==> src/rtl/cpu_defs.sv <==
// Shared writeback-stage definitions: exception codes, CSR indices, payload bit-field layout.
// Pure declarations; no timing or flow-control content.
// Imported by wb_stage and wb_exc_encode.
package cpu_defs;

   localparam logic [5:0] ECODE_INT  = 6'h00;
   localparam logic [5:0] ECODE_ADEF = 6'h08;
   localparam logic [5:0] ECODE_ALE  = 6'h09;
   localparam logic [5:0] ECODE_SYS  = 6'h0B;
   localparam logic [5:0] ECODE_BRK  = 6'h0C;
   localparam logic [5:0] ECODE_INE  = 6'h0D;

   localparam logic [13:0] CSR_CRMD = 14'h000;
   localparam logic [13:0] CSR_ASID = 14'h018;
   localparam logic [13:0] CSR_DMW0 = 14'h180;
   localparam logic [13:0] CSR_DMW1 = 14'h181;

   // exc_rf = {INT,ADEF,ALE,BRK,INE,SYS,ertn}
   localparam int EXC_INT  = 6;
   localparam int EXC_ADEF = 5;
   localparam int EXC_ALE  = 4;
   localparam int EXC_BRK  = 3;
   localparam int EXC_INE  = 2;
   localparam int EXC_SYS  = 1;
   localparam int EXC_ERTN = 0;

   localparam int CSR_RD_BIT   = 79;
   localparam int CSR_WR_BIT   = 78;
   localparam int CSR_NUM_LSB  = 64;
   localparam int CSR_MASK_LSB = 32;
   localparam int CSR_WVAL_LSB = 0;

   typedef struct packed {
      logic        rd;
      logic        wr;
      logic [13:0] num;
      logic [31:0] mask;
      logic [31:0] wvalue;
   } csr_rf_t;

   // CSRs whose update changes translation/privilege state seen by younger fetches
   function automatic logic is_refetch_csr(input logic [13:0] num);
      return (num == CSR_CRMD) || (num == CSR_ASID) ||
             (num == CSR_DMW0) || (num == CSR_DMW1);
   endfunction

endpackage

==> src/rtl/wb_exc_encode.sv <==
// Priority encoder INT>ADEF>INE>BRK>SYS>ALE from exception flags to code and bad address.
// Latency: combinational.
// Backpressure: none; outputs forced to 0 when the stage holds no valid instruction.
module wb_exc_encode
   import cpu_defs::*;
(
   input  logic        valid,
   input  logic [6:0]  exc_rf,
   input  logic [31:0] pc,
   input  logic [31:0] fault_vaddr,
   output logic        wb_ex,
   output logic [5:0]  ecode,
   output logic [8:0]  esubcode,
   output logic [31:0] vaddr
);

   always_comb begin
      wb_ex    = valid & (|exc_rf[6:1]);
      ecode    = '0;
      esubcode = '0;
      vaddr    = '0;
      if (valid) begin
         if (exc_rf[EXC_INT]) begin
            ecode = ECODE_INT;
         end else if (exc_rf[EXC_ADEF]) begin
            ecode = ECODE_ADEF;
            vaddr = pc;
         end else if (exc_rf[EXC_INE]) begin
            ecode = ECODE_INE;
         end else if (exc_rf[EXC_BRK]) begin
            ecode = ECODE_BRK;
         end else if (exc_rf[EXC_SYS]) begin
            ecode = ECODE_SYS;
         end else if (exc_rf[EXC_ALE]) begin
            ecode = ECODE_ALE;
            vaddr = fault_vaddr;
         end
      end
   end

endmodule

==> src/rtl/wb_stage.sv <==
// Writeback stage: commits GPR/CSR/TLB effects, raises exception/ertn/refetch flushes, drives trace.
// Latency: 1 cycle capture from mem stage; commit strobes and cancel are combinational from WB regs.
// Backpressure: none (always ready); WB_TRACE_REG_EN registers the debug trace one extra cycle.
module wb_stage
   import cpu_defs::*;
#(
   parameter logic [31:0] PC_RESET = 32'h1c000000,
   parameter int          ECODE_W  = 6
) (
   input  logic               clk,
   input  logic               reset,
   input  logic               mem_to_wb_valid,
   output logic               wb_allowin,
   input  logic [31:0]        mem_pc,
   input  logic               mem_rf_we,
   input  logic [4:0]         mem_rf_waddr,
   input  logic [31:0]        mem_rf_wdata,
   input  logic [6:0]         mem_exc_rf,
   input  logic [79:0]        mem_csr_rf,
   input  logic [2:0]         mem_tlb_rf,
   input  logic [31:0]        mem_fault_vaddr,
   output logic               rf_we,
   output logic [4:0]         rf_waddr,
   output logic [31:0]        rf_wdata,
   output logic [38:0]        wb_fwd,
   output logic [13:0]        csr_num,
   input  logic [31:0]        csr_rvalue,
   output logic               csr_we,
   output logic [31:0]        csr_wmask,
   output logic [31:0]        csr_wvalue,
   output logic               wb_ex,
   output logic [ECODE_W-1:0] wb_ecode,
   output logic [8:0]         wb_esubcode,
   output logic [31:0]        wb_pc,
   output logic [31:0]        wb_vaddr,
   output logic               ertn_flush,
   output logic [2:0]         tlb_op,
   output logic               refetch,
   output logic [31:0]        refetch_pc,
   output logic               cancel_exc_ertn_tlbflush,
   output logic [63:0]        inst_retired,
   output logic [31:0]        debug_wb_pc,
   output logic [3:0]         debug_wb_rf_we,
   output logic [4:0]         debug_wb_rf_wnum,
   output logic [31:0]        debug_wb_rf_wdata
);

   logic        wb_valid;
   logic [31:0] pc_r;
   logic        rf_we_r;
   logic [4:0]  waddr_r;
   logic [31:0] wdata_r;
   logic [6:0]  exc_r;
   csr_rf_t     csr_r;
   logic [2:0]  tlb_r;
   logic [31:0] fvaddr_r;
   logic        commit;
   logic [5:0]  ecode;

   assign wb_allowin = 1'b1;

   always_ff @(posedge clk) begin
      if (reset) begin
         wb_valid <= 1'b0;
         pc_r     <= PC_RESET;
         rf_we_r  <= 1'b0;
         waddr_r  <= '0;
         wdata_r  <= '0;
         exc_r    <= '0;
         csr_r    <= '0;
         tlb_r    <= '0;
         fvaddr_r <= '0;
      end else begin
         // a flush in WB also kills whatever mem hands over this cycle
         wb_valid <= mem_to_wb_valid & ~cancel_exc_ertn_tlbflush;
         if (mem_to_wb_valid) begin
            pc_r     <= mem_pc;
            rf_we_r  <= mem_rf_we;
            waddr_r  <= mem_rf_waddr;
            wdata_r  <= mem_rf_wdata;
            exc_r    <= mem_exc_rf;
            csr_r    <= csr_rf_t'(mem_csr_rf);
            tlb_r    <= mem_tlb_rf;
            fvaddr_r <= mem_fault_vaddr;
         end
      end
   end

   wb_exc_encode u_exc_encode (
      .valid       (wb_valid),
      .exc_rf      (exc_r),
      .pc          (pc_r),
      .fault_vaddr (fvaddr_r),
      .wb_ex       (wb_ex),
      .ecode       (ecode),
      .esubcode    (wb_esubcode),
      .vaddr       (wb_vaddr)
   );

   assign wb_ecode   = ECODE_W'(ecode);
   assign commit     = wb_valid & ~wb_ex;
   assign ertn_flush = wb_valid & exc_r[EXC_ERTN] & ~wb_ex;

   assign rf_we    = commit & rf_we_r;
   assign rf_waddr = waddr_r;
   assign rf_wdata = csr_r.rd ? csr_rvalue : wdata_r;
   assign wb_fwd   = {wb_valid, rf_we, rf_waddr, rf_wdata};

   assign csr_num    = csr_r.num;
   assign csr_we     = commit & csr_r.wr;
   assign csr_wmask  = csr_r.mask;
   assign csr_wvalue = csr_r.wvalue;

   assign tlb_op     = {3{commit}} & tlb_r;
   assign refetch    = commit & ((|tlb_r) | (csr_r.wr & is_refetch_csr(csr_r.num)));
   assign wb_pc      = pc_r;
   assign refetch_pc = wb_valid ? pc_r + 32'd4 : 32'd0;

   assign cancel_exc_ertn_tlbflush = wb_ex | ertn_flush | refetch;

   always_ff @(posedge clk) begin
      if (reset) begin
         inst_retired <= '0;
      end else if (commit) begin
         inst_retired <= inst_retired + 64'd1;
      end
   end

`ifdef WB_TRACE_REG_EN
   always_ff @(posedge clk) begin
      if (reset) begin
         debug_wb_pc       <= '0;
         debug_wb_rf_we    <= '0;
         debug_wb_rf_wnum  <= '0;
         debug_wb_rf_wdata <= '0;
      end else begin
         debug_wb_rf_we <= {4{rf_we}};
         if (wb_valid) begin
            debug_wb_pc       <= wb_pc;
            debug_wb_rf_wnum  <= rf_waddr;
            debug_wb_rf_wdata <= rf_wdata;
         end
      end
   end
`else
   assign debug_wb_pc       = wb_pc;
   assign debug_wb_rf_we    = {4{rf_we}};
   assign debug_wb_rf_wnum  = rf_waddr;
   assign debug_wb_rf_wdata = rf_wdata;
`endif

endmodule

==> config.mk <==
export PLATFORM = sky130hd
export DESIGN_NAME = wb_stage
export DESIGN_NICKNAME = d
export VERILOG_FILES = /design/src/rtl/cpu_defs.sv /design/src/rtl/wb_exc_encode.sv /design/src/rtl/wb_stage.sv
export SDC_FILE = /design/constraint.sdc
export NUM_CORES = 1
export LEC_CHECK = 0
export BUFFER_PORTS_ARGS = -buffer_cell sky130_fd_sc_hd__buf_2
export CAP_MARGIN = 10
export CORE_AREA = 2 2 247 249
export CTS_BUF_LIST = sky130_fd_sc_hd__clkbuf_16
export DETAILED_ROUTE_END_ITERATION = 12
export DIE_AREA = 0 0 249 251
export PLACE_DENSITY = 0.48
export SETUP_SLACK_MARGIN = 0.02
export SYNTH_ARGS = -nofsm -noshare
export SYNTH_HDL_FRONTEND = slang
export SYNTH_HIERARCHICAL = 1
export SYNTH_SLANG_ARGS = --single-unit
export TNS_END_PERCENT = 1
==> constraint.sdc <==
create_clock -name clk -period 2.45 [get_ports clk]
set_input_delay 0.1225 -clock clk [delete_from_list [all_inputs] [get_ports clk]]
set_output_delay 0.1225 -clock clk [all_outputs]
set_load 0.02 [all_outputs]
# Yosys cells after proc, flatten, opt, wreduce, memory -nomap -nowiden
# Cells that the tools add are included.
# W data, S select, Z words.
# classes
n_addsub,2
n_eq_ne,3
muxes,16
bitwise,15
n_reduce_logical,6
# ops
operator,count
$mux W32,9
$add A64 B1 Y64 const B,1
$mux W6,6
$add A32 B3 Y32 const B,1
$eq A14 B9 Y1 const B,2
$eq A14 B5 Y1 const B,1
$logic_not A14 Y1,1
$and A1 B1 Y1,9
$reduce_or A6 Y1,1
$mux W4,1
$and A3 B3 Y3,1
$logic_or A1 B1 Y1,3
$or A1 B1 Y1,3
$reduce_or A3 Y1,1
$not A1 Y1,2
# word_totals
reg_bits,257
in_bits,227
wordCells,56

# Depth between registers and ports, before layout
# Gate-level depths: netlist of run 1.
# depth
ltp_word,10
ltp_mapped,11

# Hierarchy
# The synthesis of run 1 kept the hierarchy.
# by_module_without_submodules
module,n_inst,cells_per_inst,area_each_um2,seq_area_each_um2
wb_stage,1,1360,12499.5,5144.9
wb_exc_encode,1,110,932.1,0.0

# Least setup slack after synthesis of run 1
# No wires, ideal clock.
# synth_path
path_type,flip-flop to flip-flop
from,register exc_r[5]
to,register inst_retired[51]
setup_ps,132
t_arrival_ps,2830
required_time_ps,2318
setup_slack_ps,-512
path_stages_with_launch,12
path_buffers,4
synth_period_minus_slack_ps,2962
cell_sequence,dfxtp_1 > buf_6 > nor4_4 > buf_6 > a21boi_0 > and4b_1 > nand3_1 > or3_4 > clkbuf_1 > clkbuf_1 > o31ai_1 > a21oi_1
# synth_via
elab_chain_cells,4
# synth_lines
element,line_no,rtl
"start, declared",wb_stage.sv:53,logic [6:0] exc_r;
"start signal, assigned",wb_stage.sv:81,exc_r <= mem_exc_rf;
$reduce_or A6 Y1,wb_exc_encode.sv:18,wb_ex = valid & (|exc_rf[6:1]);
$and A1 B1 Y1,wb_exc_encode.sv:18,
named net wb_ex,wb_stage.sv:31,"output logic wb_ex,"
$not A1 Y1,wb_stage.sv:101,assign commit = wb_valid & ~wb_ex;
$and A1 B1 Y1,wb_stage.sv:101,
"end signal, assigned",wb_stage.sv:125,inst_retired <= inst_retired + 64'd1;
"end, declared",wb_stage.sv:41,"output logic [63:0] inst_retired,"
# The timed path passes the listed nets, and every way through them passes these cells.
# A chain may end at the register's enable or synchronous reset.

# Worst setup path in the final report of run 1
# layout_path
from,register exc_r[1]
to,register inst_retired[33]
# layout_via
elab_chain_cells,4
# layout_lines
element,line_no
$reduce_or A6 Y1,wb_exc_encode.sv:18
$and A1 B1 Y1,wb_exc_encode.sv:18
$not A1 Y1,wb_stage.sv:101
$and A1 B1 Y1,wb_stage.sv:101
# Every way passes these cells.

==> flow_metrics.env, run 1 <==
export IMPL_whs_ns=0.104
export IMPL_first_global_vias=13030
export IMPL_drt_drc_violations_left=0
export IMPL_synthCells=1470
export IMPL_synth_cell_types=48
export IMPL_fin_crit_sh_pct=99.2
export IMPL_io_buffer_count=626
export IMPL_drtPass1Iterations=5
export IMPL_slowest_delay_ns=0.46
export IMPL_place_gp_congestion=0.875
export IMPL_worst_path_stages=8
export IMPL_ys_seq_area_share_pct=38.3
export IMPL_min_period_ns=2.43
export IMPL_crit_path_end_kind="flop"
export IMPL_root_buffer="clkbuf_16"
export IMPL_p_leak_nw=9.94
export IMPL_worst_r2r_endpoint="inst_retired[33]"
export IMPL_maxSlewHeadroom_pct=51.5
export IMPL_peakVddDrop_uv=423
export IMPL_cp_slowest_cell="or3_4"
export IMPL_path_buf_inv=1
export IMPL_r2r_start="exc_r[1]"
export IMPL_fin_ws_ns=0.0186
export IMPL_routed_wl_mm=55.8
export IMPL_drv_slew=0
export IMPL_async_flop_share_pct=0
export IMPL_cts_tree="done"
export IMPL_dpl_worst_slack_ns=-0.0422
export IMPL_die_w_um=249
export IMPL_tightestPinTransition_ns=0.722
export IMPL_critPathLaunchType="flop"
export IMPL_ys_flop_type="dfxtp_1"
export IMPL_rsz0062_at_grt="yes"
export IMPL_drt_iter0_drc=549
export IMPL_clk_transition_reported_paths_ns=0.06
export IMPL_fin_skew_ns=0.0141
export IMPL_netlist_area_sq_um=13400
export IMPL_nets=2354
export IMPL_finalSetupViolCount=0
export IMPL_core_area_sq_um=59800
export IMPL_crit_fanout=7
export IMPL_worstPathCellList="nor4_4 > a21boi_4 > and4b_1 > nand3_2 > or3_4 > buf_4 > o31a_1 > o21a_1"
export IMPL_area_growth_pct=46.9
export IMPL_hold_violations=0
export IMPL_max_freq_mhz=411
export IMPL_num_vias=13104
export IMPL_startpoint="exc_r[1]"
export IMPL_rows=90
export IMPL_avgSynthCellArea_sq_um=9.14
export IMPL_final_antenna_net_count=0
export IMPL_grt_antenna_before_repair=4
export IMPL_grt_pass1_wl_mm=81.4
export IMPL_grt_overflow=0
export IMPL_grt_max_degree=86
export IMPL_path_class="flop to flop"
export IMPL_wire_per_inst_um=19.0
export IMPL_hold_path_class="input pin to flop"
export IMPL_synth_edf_count=0
export IMPL_num_fill_cells=6293
export IMPL_worstPathArrival_ns=2.85
export IMPL_die_h_um=251
export IMPL_endpoint="inst_retired[33]"
export IMPL_crit_family="simple AND/OR/NAND/NOR gates"
export IMPL_totalPowerFinal_mw=11.4
export IMPL_cp_data_required_time_ns=2.86
export IMPL_dieArea_sq_um=62500
export IMPL_p_per_area_nw_per_um2=576
export IMPL_cts_sinks=257
export IMPL_layout_drive_gt1_share_pct=40.1
export IMPL_ys_ff_latch=257
export IMPL_status="completed"
export IMPL_h_tree_depth=2
export IMPL_clock_latency_ns=0.52
export IMPL_grt_usage_pct=16.9
export IMPL_reg2reg_slack_ns=0.02
export IMPL_seqCellArea_sq_um=5160
export IMPL_cap_violations=0
export IMPL_rr_worst_depth=8
export IMPL_initial_core_util_pct=22.5
export IMPL_min_path_cells=3
export IMPL_numCtsBuffers=34
export IMPL_viasPerCell=4.46
export IMPL_multi_input_area_sq_um=6610
export IMPL_dpl_hpwl_mm=41.1
export IMPL_cts_buffer_depth=3
export IMPL_num_io_pins=639
export IMPL_yosysWarnings=6
==> worst reg2reg max path, cell delays in order (launching register included) <==
cell and delay (ns):
dfxtp_2 0.33, nor4_4 0.35, a21boi_4 0.13, and4b_1 0.31
nand3_2 0.13, or3_4 0.46, buf_4 0.19, o31a_1 0.23
o21a_1 0.18
==> area by class of cell <==
class / count / share of cell area [%]
tap: 782 / 4.96
antenna: 3 / 0.0380
sequential: 257 / 26.2
inverter: 17 / 0.323
clock inverter: 26 / 0.761
timing repair buffer: 906 / 29.8
clock buffer: 35 / 4.44
multi-input combinational: 909 / 33.5
==> flip-flops by register name, summed over array words and instances, names as in the netlist <==
signal and count:
debug_wb_pc 32, exc_r 7, fvaddr_r 32, csr_num 14, csr_wvalue 32, tlb_r 3
csr_wmask 32, inst_retired 64, wb_valid 1, csr_r 2, wdata_r 32, debug_wb_rf_wnum 5
rf_we_r 1
==> worst min path at each step <==
stage                          from               to  slack [ns]
floorplan                mem_pc[26]  debug_wb_pc[26]        0.24
global placement         mem_pc[26]  debug_wb_pc[26]        0.35
detailed placement       mem_pc[26]  debug_wb_pc[26]        0.34
global route        mem_to_wb_valid      wdata_r[29]        0.08
CTS                 mem_to_wb_valid   debug_wb_pc[1]        0.07
finish              mem_to_wb_valid      wdata_r[20]        0.10
==> cell families after synthesis <==
family                     Yosys count  synth area share [%]
adders and majority gates            2                 0.186
buffers and inverters              316                  15.0
muxes                              223                  16.9
and+or+nand+nor                    506                  20.0
DFF                                257                  38.3
AOI/OAI and AO/OA                  106                  5.78
xor gates and xnor gates            58                  3.78
other                                2                0.0559
==> cell usage after synthesis (9+ instances only) <==
| cell | n | area [sq um] |
|---|---|---|
| or3_1 | 18 | 113 |
| a21oi_1 | 28 | 140 |
| and4_1 | 14 | 123 |
| o31ai_1 | 13 | 97.6 |
| nor2_1 | 237 | 890 |
| clkbuf_1 | 60 | 225 |
| and4b_1 | 36 | 360 |
| nor3_1 | 15 | 75.1 |
| and2_1 | 35 | 219 |
| nand4_1 | 25 | 156 |
| mux2i_1 | 191 | 1910 |
| o21ai_0 | 14 | 70.1 |
| mux2_2 | 32 | 360 |
| buf_1 | 21 | 78.8 |
| or4_1 | 15 | 113 |
| nand3_1 | 24 | 120 |
| xor2_1 | 23 | 201 |
| nor4_1 | 20 | 125 |
| and3_1 | 10 | 62.6 |
| buf_4 | 202 | 1520 |
| inv_1 | 17 | 63.8 |
| buf_2 | 9 | 45.0 |
| nand2_1 | 37 | 139 |
| a41o_1 | 32 | 320 |
| xnor2_1 | 35 | 307 |
| dfxtp_1 | 257 | 5140 |
==> metrics by stage <==
step	instance area (sq um)	instances	setup TNS (ns)	util, %
CTS	19500	2931	-0.170	32.6
global route	19700	2933	-1.53	33.0
finish	19700	2935	0	33.0
global placement	16400	2673	0	27.3
floorplan	13500	1480	-2.96	-
detailed placement	16400	2673	-0.117	27.3
==> per-layer routing <==
| layer | up-vias | global-route usage, % | part of all wire, % |
|---|---|---|---|
| met2 | 498 | 27.9 | 47 |
| met4 | 4 | 8.48 | 4.9 |
| met3 | 110 | 4.09 | 6.6 |
| li1 | 6223 | - | - |
| met1 | 6269 | 20.4 | 41 |
| met5 | - | 0 | 0.048 |
==> timing repair <==
item,4_1_cts,5_1_grt
hold buffers,192,0
resized for setup,45,55
pin swaps,11,26
setup endpoints to repair,72,54
endpoints found under the hold margin,192,0
setup buffers,4,0
cloned,1,2
==> cell usage in the layout, fill, tap and decap left out, types with 23 or more instances in the layout <==
cell type      instances
and2_1                34
nand2_1               34
buf_2                609
nor2_1               237
dlygate4sd3_1        192
and4b_1               36
dfxtp_1              246
clkbuf_16             35
nand4_1               25
inv_1                 23
xor2_1                23
a41o_1                32
a21oi_1               23
mux2_2                32
mux2i_1              191
xnor2_1               35
buf_4                 86
==> where the power goes <==
part | switching [mW] | internal, mW | total (mW)
logic | 1.26 | 0.904 | 2.17
registers | 0.151 | 4.38 | 4.53
clock network | 1.98 | 2.70 | 4.68
(Power assumes the default switching activity.)
==> run 2: changes to the inputs <==
ABC_CLOCK_PERIOD_IN_PS = 2450   (was unset)
CORE_AREA = 2 2 248 250   (was 2 2 247 249)
DIE_AREA = 0 0 250 252   (was 0 0 249 251)
TNS_END_PERCENT = 10   (was 1)
==> flow_metrics.env, run 2 (synthesis gave the netlist of run 1 again) <==
export IMPL_status="finished, violations left"
export IMPL_violations="setup timing"
export IMPL_clockPowerShare_pct=42.1
export IMPL_placed_cells=2677
export IMPL_fin_ws_ns=-0.0298
export IMPL_drt_drc_violations_left=0
export IMPL_routed_wl_mm=57.7
export IMPL_min_period_ns=2.48
export IMPL_final_common_cell="buf_2"
export IMPL_num_io_pins=639
export IMPL_die_w_um=250
export IMPL_dpl_hpwl_mm=42.1
export IMPL_r2r_start="exc_r[5]"
export IMPL_fin_cells=2944
export IMPL_grt_antenna_before_repair=3
export IMPL_rsz0062_at_grt="yes"
export IMPL_fin_area_sq_um=20000
export IMPL_wire_per_inst_um=19.6
export IMPL_startpoint="exc_r[5]"
export IMPL_comb_power_share_pct=18.9
export IMPL_pwr_share_seq_pct=39.0
export IMPL_initial_core_util_pct=22.3
export IMPL_dpl_worst_slack_ns=-0.0402
export IMPL_p_per_area_nw_per_um2=582
export IMPL_cts_buffer_depth=3
export IMPL_num_vias=13324
export IMPL_die_h_um=252
export IMPL_root_buffer="clkbuf_16"
export IMPL_grt_overflow=0
export IMPL_finalSetupViolCount=6
export IMPL_dieArea_sq_um=63000
export IMPL_grt_max_degree=76
export IMPL_grt_pass1_wl_mm=82.5
export IMPL_power_internal_mw=8.14
export IMPL_crit_family="simple AND/OR/NAND/NOR gates"
export IMPL_critPathLaunchType="flop"
export IMPL_peakVddDrop_uv=460
export IMPL_h_tree_depth=2
export IMPL_min_path_cells=3
export IMPL_final_antenna_net_count=0
export IMPL_worst_r2r_endpoint="inst_retired[51]"
export IMPL_totalPowerFinal_mw=11.6
export IMPL_hold_violations=0
export IMPL_clock_latency_ns=0.55
export IMPL_cts_sinks=257
export IMPL_nets=2363
export IMPL_reg2reg_slack_ns=-0.03
export IMPL_regMostFlops="inst_retired"
export IMPL_hold_path_class="input pin to flop"
export IMPL_route_met3_wl_mm=3.26
export IMPL_io_buffer_count=626
export IMPL_first_global_vias=13372
export IMPL_clk_transition_reported_paths_ns=0.06
export IMPL_core_area_sq_um=60100
export IMPL_crit_fanout=6
export IMPL_layout_drive_gt1_share_pct=40.9
export IMPL_fin_skew_ns=0.0221
export IMPL_grt_usage_pct=17.1
export IMPL_slowest_delay_ns=0.41
export IMPL_most_common_layout_cells="buf_2 (608), dfxtp_1 (244), nor2_1 (236)"
export IMPL_rr_worst_depth=9
export IMPL_cp_data_required_time_ns=2.87
export IMPL_numCtsBuffers=34
export IMPL_rows=90
export IMPL_worstPathArrival_ns=2.90
export IMPL_tightestPinTransition_ns=0.647
export IMPL_path_class="flop to flop"
export IMPL_cp_slowest_cell="or3_4"
export IMPL_place_gp_congestion=0.895
export IMPL_fin_crit_sh_pct=101
export IMPL_wl_met1_mm=23.8
export IMPL_p_switching_mw=3.47
export IMPL_viasPerCell=4.53
export IMPL_drt_iter0_drc=650
export IMPL_drtPass1Iterations=7
export IMPL_crit_path_end_kind="flop"
export IMPL_wl_met2_mm=27.9
export IMPL_cts_tree="done"
export IMPL_dpl_cell_area_sq_um=16400
export IMPL_setup_tns_ns=-0.110
export IMPL_hold_end="debug_wb_rf_wnum[0]"
export IMPL_top_layer_used="met4"
export IMPL_worstPathCellList="nor4_4 > a21boi_4 > and4b_1 > nand3_2 > or3_4 > buf_6 > buf_4 > o31ai_1 > a21oi_2"
export IMPL_max_freq_mhz=403
export IMPL_min_from="mem_to_wb_valid"
export IMPL_drv_slew=0
export IMPL_cap_violations=0
export IMPL_path_buf_inv=2
export IMPL_largest_register_ffs=64
export IMPL_area_growth_pct=48.6
export IMPL_swShare_pct=29.9
export IMPL_p_leak_nw=10.0
export IMPL_maxSlewHeadroom_pct=56.9
-- run 2: changes by cell type in the layout (fill, tap and decap cells not counted), sizes merged --
cell / previous run / this run
buf: 713 / 721
bufinv: 1 / 3
clkinv: 15 / 18
clkinvlp: 2 / 1
inv: 25 / 22
-- run 2: repair_timing --
item / CTS / global route
setup buffers: 2 / 6
pin swaps: 10 / 38
setup endpoints to repair: 73 / 56
hold buffers: 192 / 0
gates cloned: 1 / 2
hold endpoints to repair: 192 / 0
resized for setup: 54 / 70
-- run 2: power by group through the flow --
| stage | sequential [mW] | clock, mW | combinational [mW] |
|---|---|---|---|
| final | 4.53 | 4.89 | 2.20 |
| after global placement | 4.60 | 0 | 1.91 |
| after CTS | 4.52 | 5.05 | 2.19 |
| after global routing | 4.55 | 5.23 | 2.32 |
| after detailed placement | 4.61 | 0 | 1.91 |
| after floorplan | 4.62 | 0 | 1.32 |
-- run 2: stage by stage --
stage,hold WS (ns),util (%)
floorplan,0.245,-
global placement,0.356,27.3
detailed placement,0.358,27.3
CTS,0.0851,32.6
global route,0.0977,33.2
finish,0.109,33.2
-- run 2: worst max path at each step --
stage | endpoint | cells past startpoint
after global placement | inst_retired[50] | 7
after CTS | inst_retired[57] | 7
after global routing | refetch_pc[26] | 8
after detailed placement | inst_retired[57] | 7
after floorplan | inst_retired[57] | 9
final | inst_retired[51] | 9
-- run 2: worst register-to-register path, stage by stage, from the launching register on --
cell and delay [ns]:
dfxtp_2 0.33, nor4_4 0.35, a21boi_4 0.14, and4b_1 0.32
nand3_2 0.11, or3_4 0.41, buf_6 0.15, buf_4 0.14
o31ai_1 0.32, a21oi_2 0.09
-- run 2: layout make-up --
class | count | area (sq um)
clock buffer | 34 | 851
fill | 6403 | 40200
multi-input combinational | 909 | 6670
sequential | 257 | 5170
timing repair buffer | 915 | 6010
clock inverter | 27 | 216
tap | 782 | 978
antenna | 3 | 7.51
inverter | 17 | 63.8
-- run 2: metal layers --
layer / vias up / track usage [%]
li1: 6234 / -
met1: 6433 / 20.4
met2: 538 / 29.1
met3: 119 / 3.60
met4: 0 / 8.66
met5: - / 0
